===== src/rtl/input_sr_pkg.sv =====
// input_sr_pkg: shared state enum, default parameters and counter-width helper for input_sr.
package input_sr_pkg;
  typedef enum logic {IDLE, SHIFT} state_t;
  localparam int DATA_W_DEF      = 8;
  localparam int SYNC_STAGES_DEF = 2;
  localparam int TIMEOUT_DEF     = 64;
  function automatic int cnt_w(input int data_w);
    return $clog2(data_w + 1);
  endfunction
endpackage


===== src/rtl/input_sr_if.sv =====
// input_sr_if: valid/ready parallel word port of the serial receiver.
interface input_sr_if import input_sr_pkg::*; #(parameter int DATA_W = DATA_W_DEF);
  logic [DATA_W-1:0] data;
  logic              valid;
  logic              ready;
  modport master(output data, valid, input ready);
  modport slave(input data, valid, output ready);
endinterface


===== src/rtl/input_sr_sync_edge.sv =====
// sync_edge: SYNC_STAGES-deep synchroniser for a strobe plus W data bits, with strobe rising-edge detect.
module sync_edge #(
  parameter int W      = 1,
  parameter int STAGES = 2
) (
  input  logic         i_clk,
  input  logic         i_rst_n,
  input  logic         i_strobe,
  input  logic [W-1:0] i_data,
  output logic [W-1:0] o_data,
  output logic         o_rise
);
  logic [STAGES-1:0][W:0] r_sync;
  logic                   r_prev;
  logic [STAGES:0]        r_vld;
  always_ff @(posedge i_clk or negedge i_rst_n)
    if (!i_rst_n) begin
      r_sync <= '0;
      r_prev <= 1'b0;
      r_vld  <= '0;
    end else begin
      r_sync <= {r_sync[STAGES-2:0], {i_data, i_strobe}};
      r_prev <= r_sync[STAGES-1][0];
      r_vld  <= {r_vld[STAGES-1:0], 1'b1};
    end
  assign o_data = r_sync[STAGES-1][W:1];
  // r_vld masks edges until the chain holds real samples, so a strobe high at reset release is not an edge
  assign o_rise = r_sync[STAGES-1][0] & ~r_prev & r_vld[STAGES];
endmodule


===== src/rtl/input_sr.sv =====
// input_sr: serial-to-parallel receiver, MSB-first, valid/ready output.
// Define INPUT_SR_TIMEOUT_EN to discard partial words after TIMEOUT idle cycles.
module input_sr import input_sr_pkg::*; #(
  parameter int DATA_W      = DATA_W_DEF,
  parameter int SYNC_STAGES = SYNC_STAGES_DEF,
  parameter int TIMEOUT     = TIMEOUT_DEF
) (
  input  logic              i_clk,
  input  logic              i_rst_n,
  input  logic              i_sclk,
  input  logic              i_sdata,
  input_sr_if.master        m_if,
  output logic              o_busy,
  output logic              o_overrun,
  output logic              o_frame_err
);
  localparam int CW = cnt_w(DATA_W);
  logic              w_rise;
  logic              w_bit;
  logic              w_last;
  logic              w_tmo;
  logic              w_load;
  logic              w_drop;
  logic [DATA_W-1:0] w_word;
  state_t            r_state;
  state_t            w_state_nxt;
  logic [CW-1:0]     r_cnt;
  logic [DATA_W-2:0] r_shreg;
  logic [DATA_W-1:0] r_data;
  logic              r_valid;
  logic              r_ovr;
  sync_edge #(.W(1), .STAGES(SYNC_STAGES)) u_sync (
    .i_clk    (i_clk),
    .i_rst_n  (i_rst_n),
    .i_strobe (i_sclk),
    .i_data   (i_sdata),
    .o_data   (w_bit),
    .o_rise   (w_rise)
  );
  assign w_word = {r_shreg, w_bit};
  assign w_last = w_rise && r_cnt == CW'(DATA_W - 1);
  assign w_load = w_last && (!r_valid || m_if.ready);
  assign w_drop = w_last && r_valid && !m_if.ready;
  always_comb
    w_state_nxt = (w_last || w_tmo) ? IDLE : w_rise ? SHIFT : r_state;
  always_ff @(posedge i_clk or negedge i_rst_n)
    if (!i_rst_n)
      r_state <= IDLE;
    else
      r_state <= w_state_nxt;
  always_ff @(posedge i_clk or negedge i_rst_n)
    if (!i_rst_n) begin
      r_cnt   <= '0;
      r_shreg <= '0;
    end else if (w_rise) begin
      r_cnt   <= w_last ? '0 : r_cnt + 1'b1;
      r_shreg <= w_last ? '0 : w_word[DATA_W-2:0];
    end else if (w_tmo) begin
      r_cnt   <= '0;
      r_shreg <= '0;
    end
  // A completed word is written straight from the shifter so output latency stays SYNC_STAGES edges
  always_ff @(posedge i_clk or negedge i_rst_n)
    if (!i_rst_n) begin
      r_data  <= '0;
      r_valid <= 1'b0;
      r_ovr   <= 1'b0;
    end else begin
      if (w_load) begin
        r_data  <= w_word;
        r_valid <= 1'b1;
      end else if (r_valid && m_if.ready)
        r_valid <= 1'b0;
      r_ovr <= w_drop;
    end
`ifdef INPUT_SR_TIMEOUT_EN
  localparam int TW = $clog2(TIMEOUT + 1);
  logic [TW-1:0] r_tmo;
  logic          r_ferr;
  assign w_tmo = r_state == SHIFT && !w_rise && r_tmo == TW'(TIMEOUT - 1);
  always_ff @(posedge i_clk or negedge i_rst_n)
    if (!i_rst_n) begin
      r_tmo  <= '0;
      r_ferr <= 1'b0;
    end else begin
      r_tmo  <= (r_state != SHIFT || w_rise || w_tmo) ? '0 : r_tmo + 1'b1;
      r_ferr <= w_tmo;
    end
  assign o_frame_err = r_ferr;
`else
  logic w_unused_tmo;
  assign w_unused_tmo = TIMEOUT > 0;
  assign w_tmo        = 1'b0;
  assign o_frame_err  = 1'b0;
`endif
  assign m_if.data  = r_data;
  assign m_if.valid = r_valid;
  assign o_busy     = r_cnt != '0;
  assign o_overrun  = r_ovr;
endmodule


===== src/flat_wrapper.sv =====
// flat-port wrapper written by rule: the top's interface ports become plain ports
module input_sr_flat import input_sr_pkg::*;
#(
  parameter int DATA_W      = DATA_W_DEF,
  parameter int SYNC_STAGES = SYNC_STAGES_DEF,
  parameter int TIMEOUT     = TIMEOUT_DEF
)
  (i_clk, i_rst_n, i_sclk, i_sdata, o_busy, o_overrun, o_frame_err, m_if_data, m_if_valid, m_if_ready);
  input_sr_if #(.DATA_W(DATA_W)) m_if_i ();
  input  logic i_clk;
  input  logic i_rst_n;
  input  logic i_sclk;
  input  logic i_sdata;
  output logic o_busy;
  output logic o_overrun;
  output logic o_frame_err;
  output wire logic [$bits(m_if_i.data)-1:0] m_if_data;
  output wire logic [$bits(m_if_i.valid)-1:0] m_if_valid;
  input wire logic [$bits(m_if_i.ready)-1:0] m_if_ready;
  assign m_if_data = m_if_i.data;
  assign m_if_valid = m_if_i.valid;
  assign m_if_i.ready = m_if_ready;
  input_sr #(.DATA_W(DATA_W), .SYNC_STAGES(SYNC_STAGES), .TIMEOUT(TIMEOUT)) u_core (.i_clk(i_clk), .i_rst_n(i_rst_n), .i_sclk(i_sclk), .i_sdata(i_sdata), .m_if(m_if_i), .o_busy(o_busy), .o_overrun(o_overrun), .o_frame_err(o_frame_err));
endmodule

===== config.mk =====
export PLATFORM = sky130hd
export DESIGN_NAME = input_sr_flat
export DESIGN_NICKNAME = d
export VERILOG_FILES = /design/src/rtl/input_sr_pkg.sv /design/src/rtl/input_sr_if.sv /design/src/rtl/input_sr_sync_edge.sv /design/src/rtl/input_sr.sv /design/src/flat_wrapper.sv
export SDC_FILE = /design/constraint.sdc
export NUM_CORES = 1
export LEC_CHECK = 0
export ABC_CLOCK_PERIOD_IN_PS = 2100
export BUFFER_PORTS_ARGS = -buffer_cell sky130_fd_sc_hd__buf_2
export CAP_MARGIN = 20
export CELL_PAD_IN_SITES_DETAIL_PLACEMENT = 0
export CELL_PAD_IN_SITES_GLOBAL_PLACEMENT = 1
export CORE_MARGIN = 4
export CORE_UTILIZATION = 44
export CTS_CLUSTER_SIZE = 20
export DETAILED_ROUTE_END_ITERATION = 12
export HOLD_SLACK_MARGIN = 0.02
export PLACE_DENSITY_LB_ADDON = 0.12
export SYNTH_ARGS = -nofsm -noshare
export SYNTH_HDL_FRONTEND = slang
export SYNTH_SLANG_ARGS = --single-unit

===== constraint.sdc =====
create_clock -name i_clk -period 2.1 [get_ports i_clk]
set_input_delay 0.42 -clock i_clk [delete_from_list [all_inputs] [get_ports i_clk]]
set_output_delay 0.42 -clock i_clk [all_outputs]
set_load 0.03 [all_outputs]

==> results of run 1 <==
## flip-flops by register name, summed over array words and instances, names as in the netlist
| name | cells |
|---|---|
| u_core.m_if.data | 8 |
| u_core.m_if.valid | 1 |
| u_core.o_overrun | 1 |
| u_core.r_cnt | 4 |
| u_core.r_shreg | 7 |
| u_core.u_sync.o_data | 1 |
| u_core.u_sync.r_prev | 1 |
| u_core.u_sync.r_sync | 3 |
| u_core.u_sync.r_vld | 3 |
## worst max path at each step
| stage | startpoint | endpoint | slack (ps) | depth (start not counted) |
|---|---|---|---|---|
| global placement | u_core.r_cnt[0] | u_core.m_if.data[3] | 370 | 4 |
| detailed placement | u_core.r_cnt[1] | u_core.m_if.data[4] | 340 | 4 |
| CTS | u_core.r_cnt[1] | u_core.m_if.data[4] | 320 | 4 |
| floorplan | u_core.m_if.valid | u_core.m_if.data[0] | 530 | 3 |
| global route | u_core.r_cnt[1] | u_core.m_if.data[4] | 240 | 4 |
| finish | u_core.r_cnt[0] | u_core.m_if.data[4] | 370 | 4 |
## metal layers
| metal | up-vias | global-route usage, % | share of wire, % |
|---|---|---|---|
| met4 | 0 | 4.97 | 1.3 |
| li1 | 292 | - | - |
| met5 | - | 0 | 0 |
| met3 | 2 | 6.33 | 8.1 |
| met1 | 291 | 13.3 | 49 |
| met2 | 18 | 15.3 | 42 |
## cell usage after synthesis (2+ instances only)
library cell | instances | area [sq um]
a22o_1 | 7 | 61.3
nand2_1 | 6 | 22.5
mux2_2 | 9 | 101
dfrtp_1 | 29 | 726
conb_1 | 2 | 7.51
o21ai_0 | 2 | 10.0
inv_1 | 2 | 7.51
ha_1 | 2 | 25.0
nor2_1 | 2 | 7.51
## layout make-up
class	count	share of cell area, %
inverter	2	0.613
timing repair buffer	15	6.13
sequential	29	59.2
tap	28	2.86
multi-input combinational	39	27.2
clock buffer	8	3.98
## per-stage QoR
step           setup slack, ps  hold slack [ps]  utilization [%]
3_3_place_gp               375              334             51.7
6_report                   370              110             53.8
4_1_cts                    319              119             53.8
3_5_place_dp               344              335             51.7
5_1_grt                    242              158             53.8
2_1_floorplan              532              124                -
## where the power goes
group	internal (mW)	switching [mW]
clock	0.133	0.168
combinational	0.103	0.143
sequential	0.650	0.0684
## logic make-up after synthesis
kind of cell	after synthesis	synth area share, %
fa+ha+maj	2	2.32
buf+inv	4	1.86
other cells	2	0.696
flops	29	67.3
simple gates	15	10.3
mux	9	9.40
xor+xnor	1	0.812
compound gates	10	7.31
## layout by cell type (no fill, tap or decap)
cell | synthesis | routed
o21a_1 | 1 | 1
buf_2 | 1 | 15
o21ai_0 | 2 | 2
conb_1 | 2 | 2
or4_1 | 1 | 1
ha_1 | 2 | 2
xnor2_1 | 1 | 1
nand3_1 | 1 | 1
nor4b_4 | 1 | 1
dfrtp_1 | 29 | 29
and3b_1 | 1 | 1
mux2_2 | 9 | 9
nor2_1 | 2 | 2
or2b_2 | 1 | 1
a22o_1 | 7 | 7
nand2_1 | 6 | 6
inv_1 | 2 | 2
nand3b_4 | 1 | 1
clkbuf_4 | 0 | 5
or3_2 | 1 | 1
clkbuf_1 | 0 | 3
## worst reg2reg max path, cell delays in order, from the launching register on
cell     delay (ps)
dfrtp_1         380
ha_1            190
nand2_1         120
nor4b_4         530
mux2_2          400
==> out/results.txt, run 1 <==
Status = complete, no violations
Initial antenna violation count = 0
Final Max Tran Viols = 0
Max incr delay on CP = 530 ps
CP max-delay cell = nor4b_4
Worst-path clk slew = 90 ps
R2R depth = 4
CP Capture Type = flip-flop
Hold-fix buffers, CTS = 0
Footprint of the multi-input gates = 333 sq um
Max Cap Viol = 0
Die Area = 3310 sq um
Global Route Usage Sum = 10.9%
Synthesis-stage register bit count = 29
Synthesized instance count = 72
Total wire length = 1500 microns
Number of vias per cell = 4.98
Syn avg cell area = 15.0 sq um
I/O pin count = 17
Via count = 603
Critical Path RT = 2300 ps
Final setup fails = 0
Reg-to-reg slack, setup = 370 ps
Initial DRT Pass Iterations = 4
Pwr Density = 1030 nW/um^2
RSZ-0062 raised after global routing = false
Core area = 2280 sq um
Fraction of layout instances using a drive strength above 1 = 35.5%
Dpl hpwl = 1050 microns
Post-DR wirelength/cell = 12.4 microns
Lkg Pwr = 0.638 nW
Starting Density = 47.4%
CTS tree = yes
Clock skew = 7.68 ps
Clk buf depth = 2
Kind of start point of the critical path = flip-flop
Cells along the critical path = ha_1, nand2_1, nor4b_4, mux2_2
Routability cong. = 0.666
EDFF count, synth = 0
# rows = 17
Placed cell count = 113
R2R Path Start = u_core.r_cnt[0]
Root Buffer Master = clkbuf_4
Max Fanout on Critical Path = 8
Final Total Pwr = 1.27 mW
Final clock period utilization by the worst path = 82.4%
Remaining antenna violation count after routing = 0
Slew HR = 59.0%
Fin cells = 121
Register Area = 726 sq um
Fin. Hold Viols = 0
WP buf/inv = 0
Syn nets = 79
Pin count of the biggest net entering global routing = 30
Setup Crit Path Kind = reg -> reg
Post-route cell area = 1220 sq um
Fin Setup TNS = 0 ps
H-Tree Depth = 2
Final min period = 1730 ps
Synth Flop Type = dfrtp_1
Count of different cell masters after synthesis = 20
GR Overflow Total = 0
Syn-to-layout area delta = 13.6%
Sequential area share after synthesis = 67.3%
IO Port Bufs = 15
Ant diodes = 0
1st-iter DRT viols = 5
Critical path arrival = 1930 ps
Post-CTS Setup Bufs = 0
Vias in the first global route = 580
Layout Nets = 99
CTS Buf Count = 5
Clock Latency Late Sink = 310 ps
Sink Count = 29
Yosys warns = 0
Max Fclk = 578 MHz
PostCTS Resize Cnt = 0
Cell Area, Synth = 1080 sq um
Hold Crit Class = in -> async
Fillers = 205
Die width = 57.5 microns
R2R Path End = u_core.m_if.data[4]
Family with the most delay on the worst path = simple AND/OR/NAND/NOR gates
Dpl cell area = 1180 sq um
First-pass GRT wire length = 2580 microns
Slew @ Worst Pin = 616 ps
VDD IR-drop max = 0.608 mV
Die Y = 57.5 microns
Post-synthesis async set-or-reset flop share = 100%
Drc violations = 0
Power figures use the tool's default switching activity.
==> run 2: changes to the inputs <==
- ABC_CLOCK_PERIOD_IN_PS: 2100 -> 1450
- CORE_UTILIZATION: 44 -> 40
- clock period: 2.1 -> 1.45 ns (I/O delays scaled with it)
==> run 2 against run 1 <==
  * The flow now finishes with violations (negative setup slack)
  * Sequential cell count is the same
  * Global-route usage grew 2.0 points
  * Routed wire length grew 12%
  * Highest routed layer unchanged
  * First-iteration DRC count grew to 4.4 times the previous value
  * Count of clock-buffer cells in the layout shrank 2
  * Maximum frequency grew 16%
  * Largest power group unchanged
  * Via count grew 6.5%
  * Register-to-register slack lost 410 ps
  * Clock skew is essentially flat
  * Critical path depth grew 1
  * Power grew 60%
==> out/results.txt, run 2 (synthesis gave the netlist of run 1 again) <==
Root Buffer Master = clkbuf_4
Setup Crit Path Kind = reg -> reg
Max Fclk = 670 MHz (+16%)
Total wire length = 1680 microns (+12%)
Pwr Density = 1470 nW/um^2 (+42%)
RSZ-0062 raised after global routing = true
Post-DR wirelength/cell = 12.5 microns (+0.89%)
Ant diodes = 0 (unchanged)
CP Capture Type = flip-flop
Global Route Usage Sum = 12.8% (+2.0 points)
GR Overflow Total = 0 (unchanged)
Post-route cell area = 1380 sq um (+12%)
VDD IR-drop max = 0.795 mV (+31%)
Die width = 59.9 microns (+4.2%)
R2R depth = 5 (+1)
Failing checks = negative setup slack
Critical Path RT = 1660 ps (-640 ps)
Drc violations = 0 (unchanged)
Dpl hpwl = 1090 microns (+3.6%)
Max Cap Viol = 0 (unchanged)
Max Fanout on Critical Path = 8 (unchanged)
Routability cong. = 0.717 (+7.7%)
Cells along the critical path = ha_2, nand2_2, nor4b_4, buf_6, mux2_2
Critical path arrival = 1700 ps (-230 ps)
HP Start = i_sdata
Initial DRT Pass Iterations = 5 (+1)
Worst Hold Endpoint = u_core.u_sync.r_sync[1]
Clock Latency Late Sink = 320 ps (about the same)
1st-iter DRT viols = 22 (+17)
Via count = 642 (+6.5%)
Syn-to-layout area delta = 27.5%
Hold Crit Class = in -> reg
Worst-path clk slew = 90 ps (about the same)
Pin count of the biggest net entering global routing = 30 (unchanged)
First-pass GRT wire length = 3210 microns (+24%)
PnR worst setup slack = -42.1 ps (-412 ps)
Placement Setup Slack = -47.0 ps (-391 ps)
Number of vias per cell = 4.79 (-3.9%)
Final min period = 1490 ps (-238 ps)
# rows = 18 (+1)
Vias in the first global route = 697 (+20%)
Die Area = 3590 sq um (+8.6%)
Fin. Hold Viols = 0 (unchanged)
Final Util = 54.5% (+0.69 points)
Remaining antenna violation count after routing = 0 (unchanged)
CTS Buf Count = 5 (unchanged)
Kind of start point of the critical path = flip-flop
Layout Nets = 110 (+11%)
Commonest non-fill, non-tap cell in the layout = dfrtp_1
I/O pin count = 17 (unchanged)
CTS tree = yes
R2R Path Start = u_core.r_cnt[1]
H-Tree Depth = 2 (unchanged)
Core area = 2520 sq um (+11%)
CP max-delay cell = dfrtp_1
Fillers = 235 (+15%)
Final clock period utilization by the worst path = 103% (+21 points)
Max incr delay on CP = 390 ps (-140 ps)
R2R Path End = u_core.m_if.data[1]
Hold depth = 1
Starting Density = 42.8% (-4.6 points)
Dpl cell area = 1250 sq um (+6.5%)
Fraction of layout instances using a drive strength above 1 = 51.0% (+15 points)
Sink Count = 29 (unchanged)
Final setup fails = 10 (+10)
Die Y = 59.9 microns (+4.2%)
Status = finished, violations left
Clk buf depth = 2 (unchanged)
Max FFs per register = 8 (unchanged)
Clock skew = 7.64 ps (-0.0394 ps)
Reg-to-reg slack, setup = -40 ps (-410 ps)
Lkg Pwr = 0.707 nW (+11%)
Final Max Tran Viols = 0 (unchanged)
Initial antenna violation count = 0 (unchanged)
IO Port Bufs = 15 (unchanged)
Highest-count cells in the layout ignoring fill and taps = dfrtp_1 (28), buf_2 (14), mux2_2 (9)
-- run 2: where the power goes --
group / switching (mW) / internal, mW
combinational: 0.275 / 0.268
clock: 0.269 / 0.184
sequential: 0.0843 / 0.941
-- run 2: worst max-delay path by stage --
stage                     slack (ps)            start                  end
after floorplan                  -90  u_core.r_cnt[0]  u_core.m_if.data[0]
after global placement           -30  u_core.r_cnt[0]  u_core.m_if.data[1]
after detailed placement         -50  u_core.r_cnt[0]  u_core.m_if.data[1]
after CTS                        -50  u_core.r_cnt[1]  u_core.m_if.data[1]
after global routing            -160  u_core.r_cnt[0]  u_core.m_if.data[3]
final                            -40  u_core.r_cnt[1]  u_core.m_if.data[1]
-- run 2: final cells by class --
type | instances | area, sq um | share of cell area, %
flip-flops and latches | 29 | 727 | 52.9
multi-input cells | 39 | 363 | 26.4
repair buffers | 26 | 186 | 13.6
clock buffers | 6 | 41.3 | 3.00
well taps | 30 | 37.5 | 2.73
clock inverters | 2 | 10.0 | 0.728
inverters | 2 | 10.0 | 0.728
-- run 2: worst max-delay path: cells and delay by family (launching register included) --
| family | cells | cell delay [ps] |
|---|---|---|
| flops | 1 | 390 |
| mux | 1 | 330 |
| simple gates | 2 | 290 |
| fa+ha+maj | 1 | 190 |
| buf+inv | 1 | 170 |
-- run 2: what timing repair did --
item                                   CTS  global route
pin swaps                                0             0
endpoints found under the hold margin   29             0
hold buffers                             1             0
resized for setup                       10             4
cloned                                   0             0
setup buffers                            1             1
setup endpoints to repair               10            14
-- run 2: per-layer routing --
layer / GRT usage, % / routed length, microns / vias up
li1: - / - / 309
met1: 16.6 / 746 / 311
met2: 17.3 / 789 / 17
met3: 4.75 / 98 / 5
met4: 9.49 / 43 / 0
met5: 0 / 0 / -
-- run 2: per-stage QoR --
step / TNS (ps) / hold WS [ps] / power [mW] / instances
after floorplan: -708 / -5.59 / 1.31 / 72
after global placement: -249 / 250 / 1.49 / 123
after detailed placement: -351 / 250 / 1.49 / 123
after CTS: -455 / 50.9 / 2.04 / 133
after global routing: -1380 / 50.1 / 2.19 / 134
final: -349 / 76.9 / 2.02 / 134
==> run 3: changes to the inputs <==
--- a/config.mk
+++ b/config.mk
@@ -6,5 +6,5 @@
 export NUM_CORES = 1
 export LEC_CHECK = 0
-export ABC_CLOCK_PERIOD_IN_PS = 1450
+export ABC_AREA = 1
 export BUFFER_PORTS_ARGS = -buffer_cell sky130_fd_sc_hd__buf_2
 export CAP_MARGIN = 20
@@ -12,5 +12,5 @@
 export CELL_PAD_IN_SITES_GLOBAL_PLACEMENT = 1
 export CORE_MARGIN = 4
-export CORE_UTILIZATION = 40
+export CORE_UTILIZATION = 38
 export CTS_CLUSTER_SIZE = 20
 export DETAILED_ROUTE_END_ITERATION = 12
==> constraint.sdc (replaced) <==
create_clock -name i_clk -period 1.45 [get_ports i_clk]
set_input_delay 0.29 -clock i_clk [delete_from_list [all_inputs] [get_ports i_clk]]
set_output_delay 0.29 -clock i_clk [all_outputs]
set_load 0.01 [all_outputs]
==> run 3 against run 2 <==
  * The run now ends clean
  * Clock skew grew 1.6 ps
  * Clock power is essentially flat
  * Register-to-register slack gained 210 ps
  * Routed wire length grew 18%
  * Count of clock-buffer cells in the layout grew 2
  * Highest routed layer unchanged
==> out/results.txt, run 3 <==
Status = complete, no violations
Internal Pwr Total = 1.37 mW (-1.9%)
Final min period = 1390 ps (-107 ps)
Comb power frac = 23.7% (-3.2 points)
Fraction of layout instances using a drive strength above 1 = 29.3% (-22 points)
CTS tree = yes
Dpl cell area = 1260 sq um (+1.0%)
Synth Area in Adders = 2.18% (-0.14 points)
Fin. Hold Viols = 0 (unchanged)
Top cell type by total area after synthesis = dfrtp_1
Synthesis-stage register bit count = 29 (unchanged)
Placed cell count = 151 (+23%)
Pwr Density = 1450 nW/um^2 (-1.7%)
Register Area = 727 sq um (unchanged)
Reg-to-reg slack, setup = 170 ps (+210 ps)
Final setup fails = 0 (-10)
Max Cap Viol = 0 (unchanged)
Critical path arrival = 1100 ps (-600 ps)
R2R Path Start = u_core.r_cnt[0]
VDD IR-drop max = 0.659 mV (-17%)
Hold Crit Class = in -> reg
Footprint of the multi-input gates = 365 sq um (+0.69%)
Yosys warns = 0 (unchanged)
Syn avg cell area = 10.8 sq um (-28%)
Multiplexer share of the synthesized area = 0% (-9.4 points)
Critical Path RT = 1160 ps (-500 ps)
Count leader, synth = dfrtp_1
Sink Count = 29 (unchanged)
Layout Nets = 139 (+26%)
Synth Area in Compound Gates = 5.23% (-2.1 points)
Pin count of the biggest net entering global routing = 30 (unchanged)
# rows = 19 (+1)
1st-iter DRT viols = 26 (+18%)
Worst-path clk slew = 80 ps (about the same)
Die Y = 63.0 microns (+5.0%)
Clock skew = 9.28 ps (+1.63 ps)
Ant diodes = 0 (unchanged)
HP Start = i_sclk
Initial antenna violation count = 0 (unchanged)
Cell Area, Synth = 1150 sq um (+6.4%)
Worst Hold Endpoint = u_core.u_sync.r_sync[0]
Clock Latency Late Sink = 320 ps (about the same)
PnR worst setup slack = 64.5 ps (+107 ps)
Main combinational cell family by area after synthesis = simple AND/OR/NAND/NOR gates
Simple-gate portion of the synthesized area = 21.9% (+12 points)
Count of different cell masters after synthesis = 20 (unchanged)
Number of vias per cell = 4.73 (-1.4%)
Die Area = 3960 sq um (+10%)
Placement Setup Slack = 241 ps (+288 ps)
Via count = 775 (+21%)
Synth Flop Type = dfrtp_1
GR Overflow Total = 0 (unchanged)
Lkg Pwr = 0.713 nW (+0.80%)
Remaining antenna violation count after routing = 0 (unchanged)
Fin Setup TNS = 0 ps (+349 ps)
Fin cells = 164 (+22%)
Clock network fraction of total power = 23.0% (+0.6 points)
Setup Crit Path Kind = reg -> out
R2R Path End = u_core.m_if.data[1]
First-pass GRT wire length = 3510 microns (+9.5%)
Post-DR wirelength/cell = 12.1 microns (-3.6%)
Routability cong. = 0.711 (-0.77%)
Starting Density = 40.6% (-2.2 points)
CTS Buf Count = 5 (unchanged)
Fillers = 283 (+20%)
Dpl hpwl = 1320 microns (+22%)
I/O pin count = 17 (unchanged)
Max Fanout on Critical Path = 3 (-5)
Commonest non-fill, non-tap cell in the layout = dfrtp_1
Vias in the first global route = 809 (+16%)
Initial DRT Pass Iterations = 4 (-1)
Final Max Tran Viols = 0 (unchanged)
Post-synthesis async set-or-reset flop share = 100% (unchanged)
Hold depth = 1 (unchanged)
EDFF count, synth = 0 (unchanged)
List of most frequent post-synthesis cells = dfrtp_1 (29), nand2_1 (26), inv_1 (11)
Kind of start point of the critical path = flip-flop
Switching Fraction = 30.8% (-0.24 points)
Post-route cell area = 1370 sq um (-0.55%)
Seq pwr share = 53.3% (+2.6 points)
Clk buf depth = 2 (unchanged)
IO Port Bufs = 15 (unchanged)
Max FFs per register = 8 (unchanged)
H-Tree Depth = 2 (unchanged)
Worst-case hold slack = 71.1 ps (-5.78 ps)
Syn nets = 113 (+43%)
Highest-count cells in the layout ignoring fill and taps = dfrtp_1 (28), nand2_1 (26), buf_2 (15)
Final clock period utilization by the worst path = 95.6% (-7.3 points)
Drc violations = 0 (unchanged)
Total wire length = 1980 microns (+18%)
Core area = 2830 sq um (+12%)
Synthesized instance count = 106 (+47%)
Post-Synth XOR/XNOR Area = 0.763% (-0.049 points)
Global Route Usage Sum = 11.6% (-1.3 points)
Max Fclk = 722 MHz (+7.7%)
Top-area cell type share of the netlist area = 63.2% (-4.0 points)
Switching power = 610 uW (-3.0%)
Sequential area share after synthesis = 63.2% (-4.0 points)
R2R depth = 6 (+1)
Top cells by area, synth = dfrtp_1 (63%), nand2_1 (8.5%), nand3_1 (4.4%)
Root Buffer Master = clkbuf_4
Syn-to-layout area delta = 19.2%
Die width = 63.0 microns (+5.0%)
CP Capture Type = output port
-- run 3: cell count changes after synthesis, moves of 4 or more --
| cell | change |
|---|---|
| o22ai_1 | +5 |
| nand2_1 | +20 |
| inv_1 | +9 |
| nand3_1 | +9 |
| o21ai_1 | +4 |
| a22o_1 | -7 |
| mux2_2 | -9 |
-- run 3: area by class of cell --
cell class | instances | share of cell area [%]
Sequential cell | 29 | 53.2
Inverter | 12 | 3.29
Timing Repair Buffer | 22 | 10.4
Tap cell | 31 | 2.84
Multi-Input combinational cell | 62 | 26.7
Clock buffer | 8 | 3.57
-- run 3: worst max-delay path, stage by stage (launching register included) --
cell and delay, ps:
dfrtp_1 390, inv_2 90, ha_4 120, nand2_1 40, buf_2 130
-- run 3: what timing repair did --
item,CTS,global route
gates resized for setup,0,5
buffers inserted,1,3
endpoints found under the hold margin,29,0
endpoints found under the setup margin,1,1
hold buffers,1,0
-- run 3: power by group through the flow --
stage               clock [mW]  combinational (mW)  sequential, mW
floorplan                    0               0.247            1.06
global placement             0               0.359            1.07
detailed placement           0               0.366            1.07
CTS                      0.477               0.385            1.05
global route             0.522               0.546            1.07
finish                   0.455               0.469            1.05
-- run 3: cells by family (layout without fill, tap and decap cells) --
group / Yosys count / count (layout)
AO/OA/AOI/OAI: 10 / 10
buffers and inverters: 15 / 42
AND/OR/NAND/NOR: 47 / 47
flip-flops: 29 / 29
other: 2 / 2
XOR/XNOR: 1 / 1
adder cells (fa/ha/maj): 2 / 2
-- run 3: how the worst max path moves through the flow --
stage | startpoint | end | slack [ps] | cells after the start
after floorplan | u_core.r_cnt[0] | u_core.m_if.data[0] | 350 | 6
after global placement | u_core.r_cnt[0] | u_core.m_if.data[3] | 270 | 6
after detailed placement | u_core.r_cnt[0] | u_core.m_if.data[1] | 240 | 6
after CTS | u_core.r_cnt[1] | o_busy | 10 | 4
after global routing | u_core.r_cnt[1] | o_busy | -10 | 4
final | u_core.r_cnt[1] | o_busy | 60 | 4
-- run 3: layer usage --
metal  global-route usage [%]  vias to the layer above  wire length, microns
met5                        0                        -                     0
met4                     4.13                        0                    13
met3                     6.83                        2                   159
met2                     17.7                       20                   944
met1                     13.3                      370                   862
li1                         -                      383                     -
-- run 3: per-stage QoR --
step                      power [mW]  utilization [%]
after CTS                       1.91             47.1
after global placement          1.43             44.7
final                           1.98             48.3
after floorplan                 1.31                -
after detailed placement        1.43             44.7
after global routing            2.14             48.3
